===== src/rtl/riot_timer.sv =====
// riot_timer: RIOT-class interval timer with CNT_W-bit count and 4 dividers.
// Optional periodic reload under `RIOT_TIMER_RELOAD_EN.
// Ports:
//   phi2        clock, all state on rising edge
//   rst_n       synchronous active-low reset
//   sel, we_n   access select / 0=write 1=read
//   addr, DI    register address / write data
//   DO          combinational read data
//   irq_n       ~(flag & irq_en)
//   irq_en      interrupt enable (PB7 mux)
module riot_timer #(
  parameter int CNT_W     = 8,
  parameter int DIV1_LOG2 = 3,
  parameter int DIV2_LOG2 = 6,
  parameter int DIV3_LOG2 = 10
) (
  input  logic       phi2,
  input  logic       rst_n,
  input  logic       sel,
  input  logic       we_n,
  input  logic [3:0] addr,
  input  logic [7:0] DI,
  output logic [7:0] DO,
  output logic       irq_n,
  output logic       irq_en
);

  localparam int PW = DIV3_LOG2;
  localparam logic [PW-1:0] LAST1 =
    PW'((2 ** DIV1_LOG2) - 1);
  localparam logic [PW-1:0] LAST2 =
    PW'((2 ** DIV2_LOG2) - 1);
  localparam logic [PW-1:0] LAST3 =
    PW'((2 ** DIV3_LOG2) - 1);

  logic [CNT_W-1:0] count;
  logic [CNT_W-1:0] load_val;
  logic [1:0]       div_sel;
  logic [PW-1:0]    presc;
  logic [PW-1:0]    presc_last;
  logic             fast;
  logic             flag;
  logic [7:0]       hi_byte;

  logic wr, rd, is_cnt;
  logic wr_load, rd_cnt;
  logic tick, uflow;

  assign wr      = sel & ~we_n;
  assign rd      = sel & we_n;
  assign is_cnt  = ~addr[3] & (addr[1:0] == 2'b00);
  assign wr_load = wr & ~addr[3];
  assign rd_cnt  = rd & is_cnt;

  always_comb begin
    presc_last = LAST3;
    unique case (div_sel)
      2'b01:   presc_last = LAST1;
      2'b10:   presc_last = LAST2;
      default: presc_last = LAST3;
    endcase
  end

  // /1 and post-underflow run every cycle
  assign tick  = fast
               | (div_sel == 2'b00)
               | (presc == presc_last);
  assign uflow = tick & (count == '0);

  // High byte latch: coherent multi-byte reads
  if (CNT_W > 8) begin : g_hi
    logic [CNT_W-9:0] hold_hi;
    logic [CNT_W-9:0] rd_hi;

    always_ff @(posedge phi2) begin
      if (!rst_n) begin
        hold_hi <= '0;
        rd_hi   <= '0;
      end else begin
        if (wr && addr == 4'h8)
          hold_hi <= DI[CNT_W-9:0];
        if (rd_cnt)
          rd_hi <= count[CNT_W-1:8];
      end
    end

    assign load_val = {hold_hi, DI};
    assign hi_byte  = 8'(rd_hi);
  end else begin : g_no_hi
    assign load_val = DI;
    assign hi_byte  = 8'h00;
  end

`ifdef RIOT_TIMER_RELOAD_EN
  logic             reload;
  logic [CNT_W-1:0] reload_val;

  always_ff @(posedge phi2) begin
    if (!rst_n) begin
      reload     <= 1'b0;
      reload_val <= '0;
    end else begin
      if (wr && addr == 4'h9)
        reload <= DI[0];
      if (wr_load)
        reload_val <= load_val;
    end
  end
`endif

  always_ff @(posedge phi2) begin
    if (!rst_n) begin
      count   <= '1;
      div_sel <= 2'b11;
      presc   <= '0;
      fast    <= 1'b0;
      flag    <= 1'b0;
      irq_en  <= 1'b0;
    end else if (wr_load) begin
      // load wins over a same-edge underflow
      count   <= load_val;
      div_sel <= addr[1:0];
      presc   <= '0;
      fast    <= 1'b0;
      flag    <= 1'b0;
      irq_en  <= addr[2];
    end else begin
      presc <= tick ? '0 : presc + PW'(1);

      if (uflow) begin
`ifdef RIOT_TIMER_RELOAD_EN
        if (reload) begin
          count <= reload_val;
          fast  <= 1'b0;
        end else begin
          count <= '1;
          fast  <= 1'b1;
        end
`else
        count <= '1;
        fast  <= 1'b1;
`endif
      end else if (tick) begin
        count <= count - CNT_W'(1);
      end

      // underflow set beats read clear
      if (uflow)
        flag <= 1'b1;
      else if (rd_cnt)
        flag <= 1'b0;

      if (rd_cnt)
        irq_en <= addr[2];
    end
  end

  always_comb begin
    DO = 8'h00;
    unique case (1'b1)
      is_cnt:        DO = count[7:0];
      addr == 4'h1:  DO = {flag, 7'b0};
      addr == 4'h8:  DO = hi_byte;
`ifdef RIOT_TIMER_RELOAD_EN
      addr == 4'h9:  DO = {7'b0, reload};
`endif
      default:       DO = 8'h00;
    endcase
  end

  assign irq_n = ~(flag & irq_en);

endmodule


===== config.mk =====
export PLATFORM = sky130hd
export DESIGN_NAME = riot_timer
export DESIGN_NICKNAME = d
export VERILOG_FILES = /design/src/rtl/riot_timer.sv
export SDC_FILE = /design/constraint.sdc
export NUM_CORES = 1
export LEC_CHECK = 0
export CELL_PAD_IN_SITES_DETAIL_PLACEMENT = 1
export CELL_PAD_IN_SITES_GLOBAL_PLACEMENT = 2
export CORE_UTILIZATION = 32
export CTS_CLUSTER_DIAMETER = 50
export DETAILED_ROUTE_END_ITERATION = 16
export PLACE_DENSITY = 0.86
export SETUP_SLACK_MARGIN = 0.15
export SLEW_MARGIN = 0
export SYNTH_ARGS = -nofsm -noshare
export SYNTH_HDL_FRONTEND = slang
export SYNTH_SLANG_ARGS = --single-unit

===== constraint.sdc =====
create_clock -name phi2 -period 5.3 [get_ports phi2]
set_clock_uncertainty 0.15 [all_clocks]
set_input_delay 0.795 -clock phi2 [delete_from_list [all_inputs] [get_ports phi2]]
set_output_delay 0.795 -clock phi2 [all_outputs]
set_load 0.1 [all_outputs]

### Word-level counts from Yosys, hierarchy flattened

Index checks and enable logic that the tools add are counted.

| storage, ports and cells | value |
|---|---|
| register bits | 23 |
| bits of input ports | 16 |
| output and inout bits | 10 |
| logic and storage cells | 42 |

| operators by class | value |
|---|---|
| add/subtract/negate cells | 2 |
| equal/unequal tests | 4 |
| multiplexer cells | 9 |
| bitwise operators | 13 |
| reduce and logical (&&, ||, !) cells | 8 |

Operator list:

| cell | number |
|---|---|
| $mux 8 | 3 |
| $pmux 10 s2 | 1 |
| $pmux 8 s2 | 1 |
| $add 10x1->10 const B | 1 |
| $eq 10x10->1 | 1 |
| $logic_not 8->1 | 1 |
| $sub 8x1->8 const B | 1 |
| $and 1x1->1 | 7 |
| $eq 4x1->1 const B | 1 |
| $logic_not 2->1 | 2 |
| $mux 1 | 4 |
| $not 1->1 | 4 |
| $reduce_bool 2->1 | 2 |
| $reduce_bool 3->1 | 1 |
| $reduce_or 3->1 | 1 |
| $eq 2x1->1 const B | 1 |
| $eq 2x2->1 const B | 1 |
| $or 1x1->1 | 2 |
| $reduce_or 2->1 | 1 |

### Depth between registers and ports, before layout

Gate-level depths: netlist of run 1.

| logic depth | value |
|---|---|
| depth after elaboration | 7 |
| mapped depth | 8 |

### Worst setup path before layout of run 1

No wires, ideal clock.

| path | value |
|---|---|
| kind | input -> output |
| from | input port addr[0] |
| to | output port DO[7] |
| data arrival time | 2.975 ns |
| required time | 4.355 ns |
| setup slack | 1.380 ns |
| cell stages on the path | 4 |
| buffers on the path | 0 |
| cell sequence | nand2_1 > nor2_1 > a21oi_1 > nor3_1 |

| on the way | value |
|---|---|
| longest elaborated chain between the ends | 3 |

RTL lines:

| element | RTL line | RTL |
|---|---|---|
| from (decl) | 21 | `input logic [3:0] addr,` |
| $logic_not 2->1 | 51 | `assign is_cnt = ~addr[3] & (addr[1:0] == 2'b00);` |
| $and 1x1->1 | 51 |  |
| $pmux 8 s2 (*) | 160 | `unique case (1'b1)` |
| to (decl) | 23 | `output logic [7:0] DO,` |

Mark *: on every way between the ends. The rest lies on a longest branch, timed or not.

### Final worst setup path of run 1

Same ends and word-level chain as after synthesis.

==> results of run 1 <==
Yosys cell counts, types with 2 or more instances:
cell type   n  area share
a21oi_1     7       0.026
and2_1      8       0.037
and3_1      3       0.014
buf_6       2       0.016
clkbuf_1    4       0.011
dfxtp_1    23        0.34
ha_1        5       0.046
inv_1       8       0.022
mux2i_1     2       0.015
nand2_1    20       0.055
nand2b_1    2      0.0091
nand3_1    11       0.040
nand4_1     2      0.0091
nor2_1      9       0.025
nor2b_1     3       0.014
nor3_1     14       0.051
nor3b_1     3       0.016
o211ai_1    5       0.027
o21ai_0     3       0.011
o21ai_1     3       0.011
o311ai_1    2       0.013
o311ai_2    2       0.024
or2_2       2      0.0091
or3_1       2      0.0091
xnor2_1     2       0.013
xor2_1      6       0.038
logic make-up (layout without fill, tap and decap cells):
logic type                 after synthesis  after routing  share of synthesized area
adders and majority gates                5              5                     0.0457
DFF                                     23             23                      0.336
muxes                                    2              2                     0.0146
buffers and inverters                   16             38                     0.0557
xor gates and xnor gates                 8              8                     0.0512
and+or+nand+nor                         86             86                      0.341
AOI/OAI and AO/OA                       29             29                      0.155
worst max-delay path: stages:
cell	delay (ns)
clkdlybuf4s50_1	0.51
nand2_1	0.07
nor2_1	0.10
a21oi_1	0.05
nor3_1	0.13
clkdlybuf4s50_1	1.15
through the flow:
step,hold WS (ns),util
after global placement,0.297,0.402
after detailed placement,0.317,0.402
final,0.320,0.413
after floorplan,0.284,-
after global routing,0.350,0.413
after CTS,0.329,0.413
power breakdown:
group          switching [mW]  internal, mW
Combinational          0.0447        0.0281
Clock                  0.0586        0.0537
Sequential            0.00958         0.179
flip-flops by register name, summed over array words and instances, names as in the netlist:
register,cells
flag,1
presc,10
div_sel,2
irq_en,1
fast,1
count,8
layout make-up:
type	instances	area, um^2	share of cell area
multi-input cells	130	837	0.500
repair buffers	26	240	0.143
flip-flops and latches	23	460	0.275
well taps	50	62.6	0.0373
clock buffers	4	45.0	0.0269
inverters	8	30.0	0.0179
metal layers:
layer  track usage  share of wire
met4        0.0399         0.0072
met5             0              0
met1         0.218           0.47
met3        0.0220          0.042
met2         0.311           0.48
how the worst max path moves through the flow:
| stage | start | end | slack, ns |
|---|---|---|---|
| after floorplan | addr[0] | DO[7] | 1.38 |
| after global placement | addr[0] | DO[7] | 1.60 |
| after detailed placement | addr[0] | DO[7] | 1.55 |
| after CTS | addr[0] | DO[7] | 1.54 |
| after global routing | addr[0] | DO[7] | 1.50 |
| final | addr[0] | DO[7] | 1.55 |
==> reports/results.txt, run 1 <==
R2R Setup Slk - 2.81 ns
Setup slack after layout - 1.55 ns
Critical path peak fanout - 3
Hold Crit Start - fast
Filler cells - 485
Post-route cell area - 1680 um^2
Leakage - 0.690 nW
Hold Vio Cnt, Final - 0
Drt first pass iters - 4
# Post-CTS Setup Buffers - 0
Final GP Congestion - 0.743
Non-filler cells, final - 241
Worst skew pair latency - 0.27 ns
Total GRT Usage - 0.174
Dominant synthesized flop cell - dfxtp_1
Vias in the first global route - 1320
Synth-to-layout area growth - 22.4%
RSZ-0062 raised after global routing - false
Post-DP Area - 1630 um^2
Clock Path Buffers - 2
Crit end category - primary output
Core area - 4060 um^2
Die Y - 67.4 um
Seq/Total Area, Yosys - 0.336
Syn_nets - 190
Relative slew slack - 0.302
Yosys reg bits - 23
Commonest cells after routing, fill and taps aside - dfxtp_1 (23), nand2_1 (20), clkdlybuf4s50_1 (18), nor3_1 (14), nand3_1 (11)
Die area - 4540 um^2
Number of synthesized flops with an enable pin - 0
Setup_tns - 0 ns
DP Cell Count - 237
Post-CTS Resized - 0
H-tree depth - 1
Worst r2r path cells - 8
Min cycle time layout - 3.75 ns
Worst r2r dst - count[4]
Number of diodes - 0
Startpoint Class - input pin
Power Total - 0.374 mW
First-pass GRT wire length - 5.96 mm
DPL Wire Length - 2.76 mm
Power Density - 223 nW/um^2
ANT nets after route - 0
Initial DRC Count - 48
Number of clock sinks - 23
# IOs - 26
Total Routed Length - 3.74 mm
Clk slew on worst S/H paths - 0.08 ns
Layout cells sized above 1 - 0.105
Max-Cap Viols - 0
HP Class - flop to flop
Count of final setup violators - 0
Antenna violations before repair - 0
Final #Nets - 213
IO buf count - 25
End of the worst hold path - fast
Post-DR wirelength/cell - 15.5 um
FMAX - 267 MHz
Slew Viols, Final - 0
Via count - 1303
Largest net degree at the start of global routing - 16
Leading cell type in the layout, fill and taps excluded - dfxtp_1
Grt ovf - 0
Async S/R FF share, synth - 0
Initial core utilization - 0.337
Cells after Synth - 169
Mapped Area - 1370 um^2
Fin crit share - 0.707
Maximum VDD drop - 0.101 mV
Clock root buffer - clkbuf_8
Yosys synthesis warning count - 0
DR DRC count - 0
TritonCTS clock tree - done
Kind of critical path - input pin to primary output
WHS Path Cells - 2
Library cells used by synthesis - 42
DR vias/cell - 5.41
Num CTS Buffers - 3
Cts hold-fix bufs - 0
Num rows - 23
Outcome - completed
Worst slew pin tran - 1.04 ns
Worst EP arrival - 2.80 ns
Placement Setup Slack - 1.55 ns
Reg-to-Reg Start - div_sel[0]
Die Width - 67.4 um
Avg Cell Area, Syn - 8.10 um^2
Worst Path Required - 4.36 ns
(Power assumes the default switching activity.)
==> inputs of run 2 (changes only) <==
Settings changed: CORE_UTILIZATION 32 to 30, PLACE_DENSITY 0.86 to 0.82.
Clock period 5.3 ns to 3.55 ns, I/O delays scaled along.
==> reports/results.txt, run 2 (synthesis gave the netlist of run 1 again) <==
Outcome - completed
FMAX - 403 MHz
Number of diodes - 0
Worst skew pair latency - 0.27 ns
Core area - 4380 um^2
# IOs - 26
Post-CTS Resized - 0
Worst slew pin tran - 0.975 ns
Clk slew on worst S/H paths - 0.09 ns
Die area - 4840 um^2
HP Class - flop to flop
Drt first pass iters - 4
Vias in the first global route - 1297
Post-DR wirelength/cell - 15.2 um
Number of clock sinks - 23
Max-Cap Viols - 0
Crit end category - primary output
ANT nets after route - 0
Total Routed Length - 3.73 mm
DPL Wire Length - 2.77 mm
Hold Vio Cnt, Final - 0
Leading cell type in the layout, fill and taps excluded - dfxtp_1
Initial DRC Count - 31
Largest net degree at the start of global routing - 18
DR DRC count - 0
DP Cell Count - 241
Num rows - 24
Non-filler cells, final - 245
Registers with the most flip-flops - presc: 10 flops, count: 8 flops, div_sel: 2 flops
Clock Path Buffers - 2
Commonest cells after routing, fill and taps aside - dfxtp_1 (23), nand2_1 (20), clkdlybuf4s50_1 (17), nor3_1 (14), nand3_1 (11)
Leakage - 0.723 nW
Count of final setup violators - 0
Layout cells sized above 1 - 0.124
Final #Nets - 215
Largest register FFs - 10
Maximum VDD drop - 0.272 mV
Slew Viols, Final - 0
Final GP Congestion - 0.744
Num CTS Buffers - 3
IO buf count - 25
Setup_tns - 0 ns
Filler cells - 512
Min cycle time layout - 2.48 ns
Fin crit share - 0.699
R2R Setup Slk - 1.22 ns
Relative slew slack - 0.348
Power Density - 325 nW/um^2
H-tree depth - 1
Startpoint Class - flop
Critical path peak fanout - 3
Worst EP arrival - 1.80 ns
TritonCTS clock tree - done
First-pass GRT wire length - 6.12 mm
Initial core utilization - 0.312
# Post-CTS Setup Buffers - 0
DR vias/cell - 5.24
Total GRT Usage - 0.159
Largest Register - presc
RSZ-0062 raised after global routing - false
Die Width - 69.5 um
Via count - 1285
Kind of critical path - flop to primary output
Die Y - 69.5 um
Synth-to-layout area growth - 30.2%
Antenna violations before repair - 0
Cts hold-fix bufs - 0
Worst Path Required - 2.87 ns
Grt ovf - 0
Clock root buffer - clkbuf_8
==> run 2: cell types whose count changed in the layout (fill, tap and decap cells not counted) <==
cell,change
buf_12,+7
clkinvlp_4,+1
clkdlybuf4s50_1,-1
clkbuf_1,-1
buf_4,-4
==> run 2: metrics by stage <==
step,utilization,setup slack (ns),hold slack (ns),cell area [um^2],power [mW]
5_1_grt,0.406,0.978,0.352,1780,0.607
3_3_place_gp,0.395,1.12,0.299,1730,0.405
3_5_place_dp,0.395,1.09,0.321,1730,0.409
2_1_floorplan,-,0.155,0.284,1370,0.358
6_report,0.406,1.07,0.330,1780,0.579
4_1_cts,0.406,1.05,0.337,1780,0.589
==> run 2: worst paths after layout <==
check	startpoint	cells after the start	endpoint
worst max-delay path	irq_en	2	irq_n
worst min-delay path	fast	2	fast
worst max register to register	div_sel[0]	8	count[0]
worst min register to register	fast	2	fast
==> run 2: layout make-up <==
| cell class | instances | area (um^2) | share of cell area |
|---|---|---|---|
| Clock buffer | 3 | 41.3 | 0.0232 |
| Clock inverter | 1 | 7.51 | 0.00421 |
| Sequential cell | 23 | 460 | 0.258 |
| Tap cell | 52 | 65.1 | 0.0365 |
| Inverter | 8 | 30.0 | 0.0169 |
| Timing Repair Buffer | 28 | 340 | 0.191 |
| Multi-Input combinational cell | 130 | 837 | 0.470 |
==> run 2: layer usage <==
layer / global-route usage / vias to the layer above / part of all wire
met1: 0.196 / 610 / 0.48
li1: - / 651 / -
met3: 0.0407 / 2 / 0.036
met2: 0.279 / 22 / 0.48
met5: 0 / - / 0
met4: 0.0272 / 0 / 0.0062
==> run 2: power by group <==
group          switching (mW)  internal, mW  total, mW
combinational          0.0679        0.0516      0.119
clock                  0.0974        0.0796      0.177
sequential             0.0146         0.268      0.282
==> run 2: worst max-delay path, cell delays in order, from the launching register on <==
cell and delay, ns:
dfxtp_1 0.33, nand2_1 0.06, clkdlybuf4s50_1 1.13
==> inputs of run 3 (changes only) <==
Settings changed: CORE_UTILIZATION 30 to 27, PLACE_DENSITY 0.82 to 0.78.
Clock period 3.55 ns to 2.1 ns, I/O delays scaled along.
==> reports/results.txt, run 3 (synthesis gave the netlist of run 1 again) <==
Initial DRC Count - 73
Post-DR wirelength/cell - 15.7 um
DP Cell Count - 276
Min cycle time layout - 2.09 ns
Drt first pass iters - 4
Maximum VDD drop - 0.205 mV
CP cell instances - or4_4, or4b_4, o31ai_2, a21oi_2, o311ai_2
Power Total - 1.04 mW
Num CTS Buffers - 3
Leakage - 0.918 nW
Worst skew pair latency - 0.27 ns
H-tree depth - 1
# IOs - 26
Crit end category - flop
Layout cells sized above 1 - 0.398
Total Routed Length - 4.52 mm
Largest net degree at the start of global routing - 15
DR DRC count - 0
Critical path peak fanout - 7
Commonest cells after routing, fill and taps aside - buf_4 (27), nand2_1 (19), dfxtp_1 (19), clkdlybuf4s50_1 (12), nand3_1 (11)
Clock root buffer - clkbuf_8
IO buf count - 25
Via count - 1444
Filler cells - 569
Die Width - 73.2 um
First-pass GRT wire length - 7.25 mm
Number of diodes - 0
Total GRT Usage - 0.176
Hold Vio Cnt, Final - 0
Multi-input gate area - 996 um^2
Post-route cell area - 2210 um^2
ANT nets after route - 0
Core area - 4790 um^2
Number of clock sinks - 23
Grt ovf - 0
Outcome - completed
DPL Wire Length - 3.21 mm
DR vias/cell - 5.01
Final #Nets - 243
Startpoint Class - flop
Synth-to-layout area growth - 61.7%
Worst slew pin tran - 0.372 ns
Worst EP arrival - 2.12 ns
Worst r2r path cells - 5
HP Class - flop to flop
Relative slew slack - 0.751
Largest register FFs - 10
Slew Viols, Final - 0
Antenna violations before repair - 0
Post-DP Area - 1950 um^2
WHS Path Cells - 2
Clock Path Buffers - 2
Cts hold-fix bufs - 0
Placement Setup Slack - -0.0225 ns
WHS - 0.329 ns
Leading cell type in the layout, fill and taps excluded - buf_4
Die area - 5360 um^2
Initial core utilization - 0.286
RSZ-0062 raised after global routing - true
Critical path's slowest cell - or4b_4
Max-Cap Viols - 0
TritonCTS clock tree - done
Vias in the first global route - 1535
Num rows - 25
Fin crit share - 0.995
Worst Path Required - 2.13 ns
Count of final setup violators - 0
Clk slew on worst S/H paths - 0.09 ns
Final GP Congestion - 0.740
Power Density - 470 nW/um^2
Non-filler cells, final - 288
Die Y - 73.2 um
Crit-path max cell delay - 0.57 ns
FMAX - 479 MHz
Largest Register - presc
Registers with the most flip-flops - presc: 10 flops, count: 8 flops, div_sel: 2 flops
Setup slack after layout - 0.0112 ns
Kind of critical path - flop to flop
Register area - 465 um^2
-- run 3: cell count changes in the layout (fill, tap and decap cells not counted), sizes merged --
| cell | change |
|---|---|
| buf | +30 |
| clkdlybuf4s50 | -5 |
| dlygate4sd2 | +2 |
| dlymetal6s2s | +1 |
-- run 3: final timing paths --
check	slack, ns	end	from
setup reg to reg	0.01	count[5]	count[6]
setup / recovery	0.01	count[5]	count[6]
hold reg to reg	0.33	fast	fast
hold / removal	0.33	fast	fast
-- run 3: final cells by class --
class                   instances  area share
flip-flops and latches         23       0.210
clock buffers                   3      0.0187
multi-input cells             130       0.450
inverters                       8      0.0136
well taps                      67      0.0379
repair buffers                 56       0.266
clock inverters                 1     0.00339
-- run 3: layer usage --
layer / track usage / vias up / wire, um
met5: 0 / - / 0
met4: 0.0458 / 0 / 20
met3: 0.0180 / 2 / 107
met2: 0.323 / 17 / 2400
met1: 0.216 / 718 / 1990
li1: - / 707 / -
-- run 3: power breakdown --
group          total [mW]  switching [mW]  internal, mW
Sequential          0.473          0.0194         0.453
Combinational       0.269           0.143         0.126
Clock               0.299           0.165         0.135
Total                1.04           0.327         0.714
-- run 3: timing repair --
item	4_1_cts	5_1_grt
pin swaps	16	4
setup endpoints to repair	23	18
buffers inserted	6	1
hold endpoints to repair	0	0
cloned	1	0
gates resized for setup	28	12
-- run 3: stage by stage --
step	TNS, ns	util
global route	-0.121	0.462
detailed placement	-0.151	0.407
floorplan	0	-
finish	0	0.462
global placement	-0.0266	0.407
CTS	-0.00450	0.449
-- run 3: worst max-delay path, delay by kind of cell (launching register included) --
family | cells | cell delay, ns
AND/OR/NAND/NOR | 2 | 1.11
AO/OA/AOI/OAI | 3 | 0.41
flip-flops | 1 | 0.33
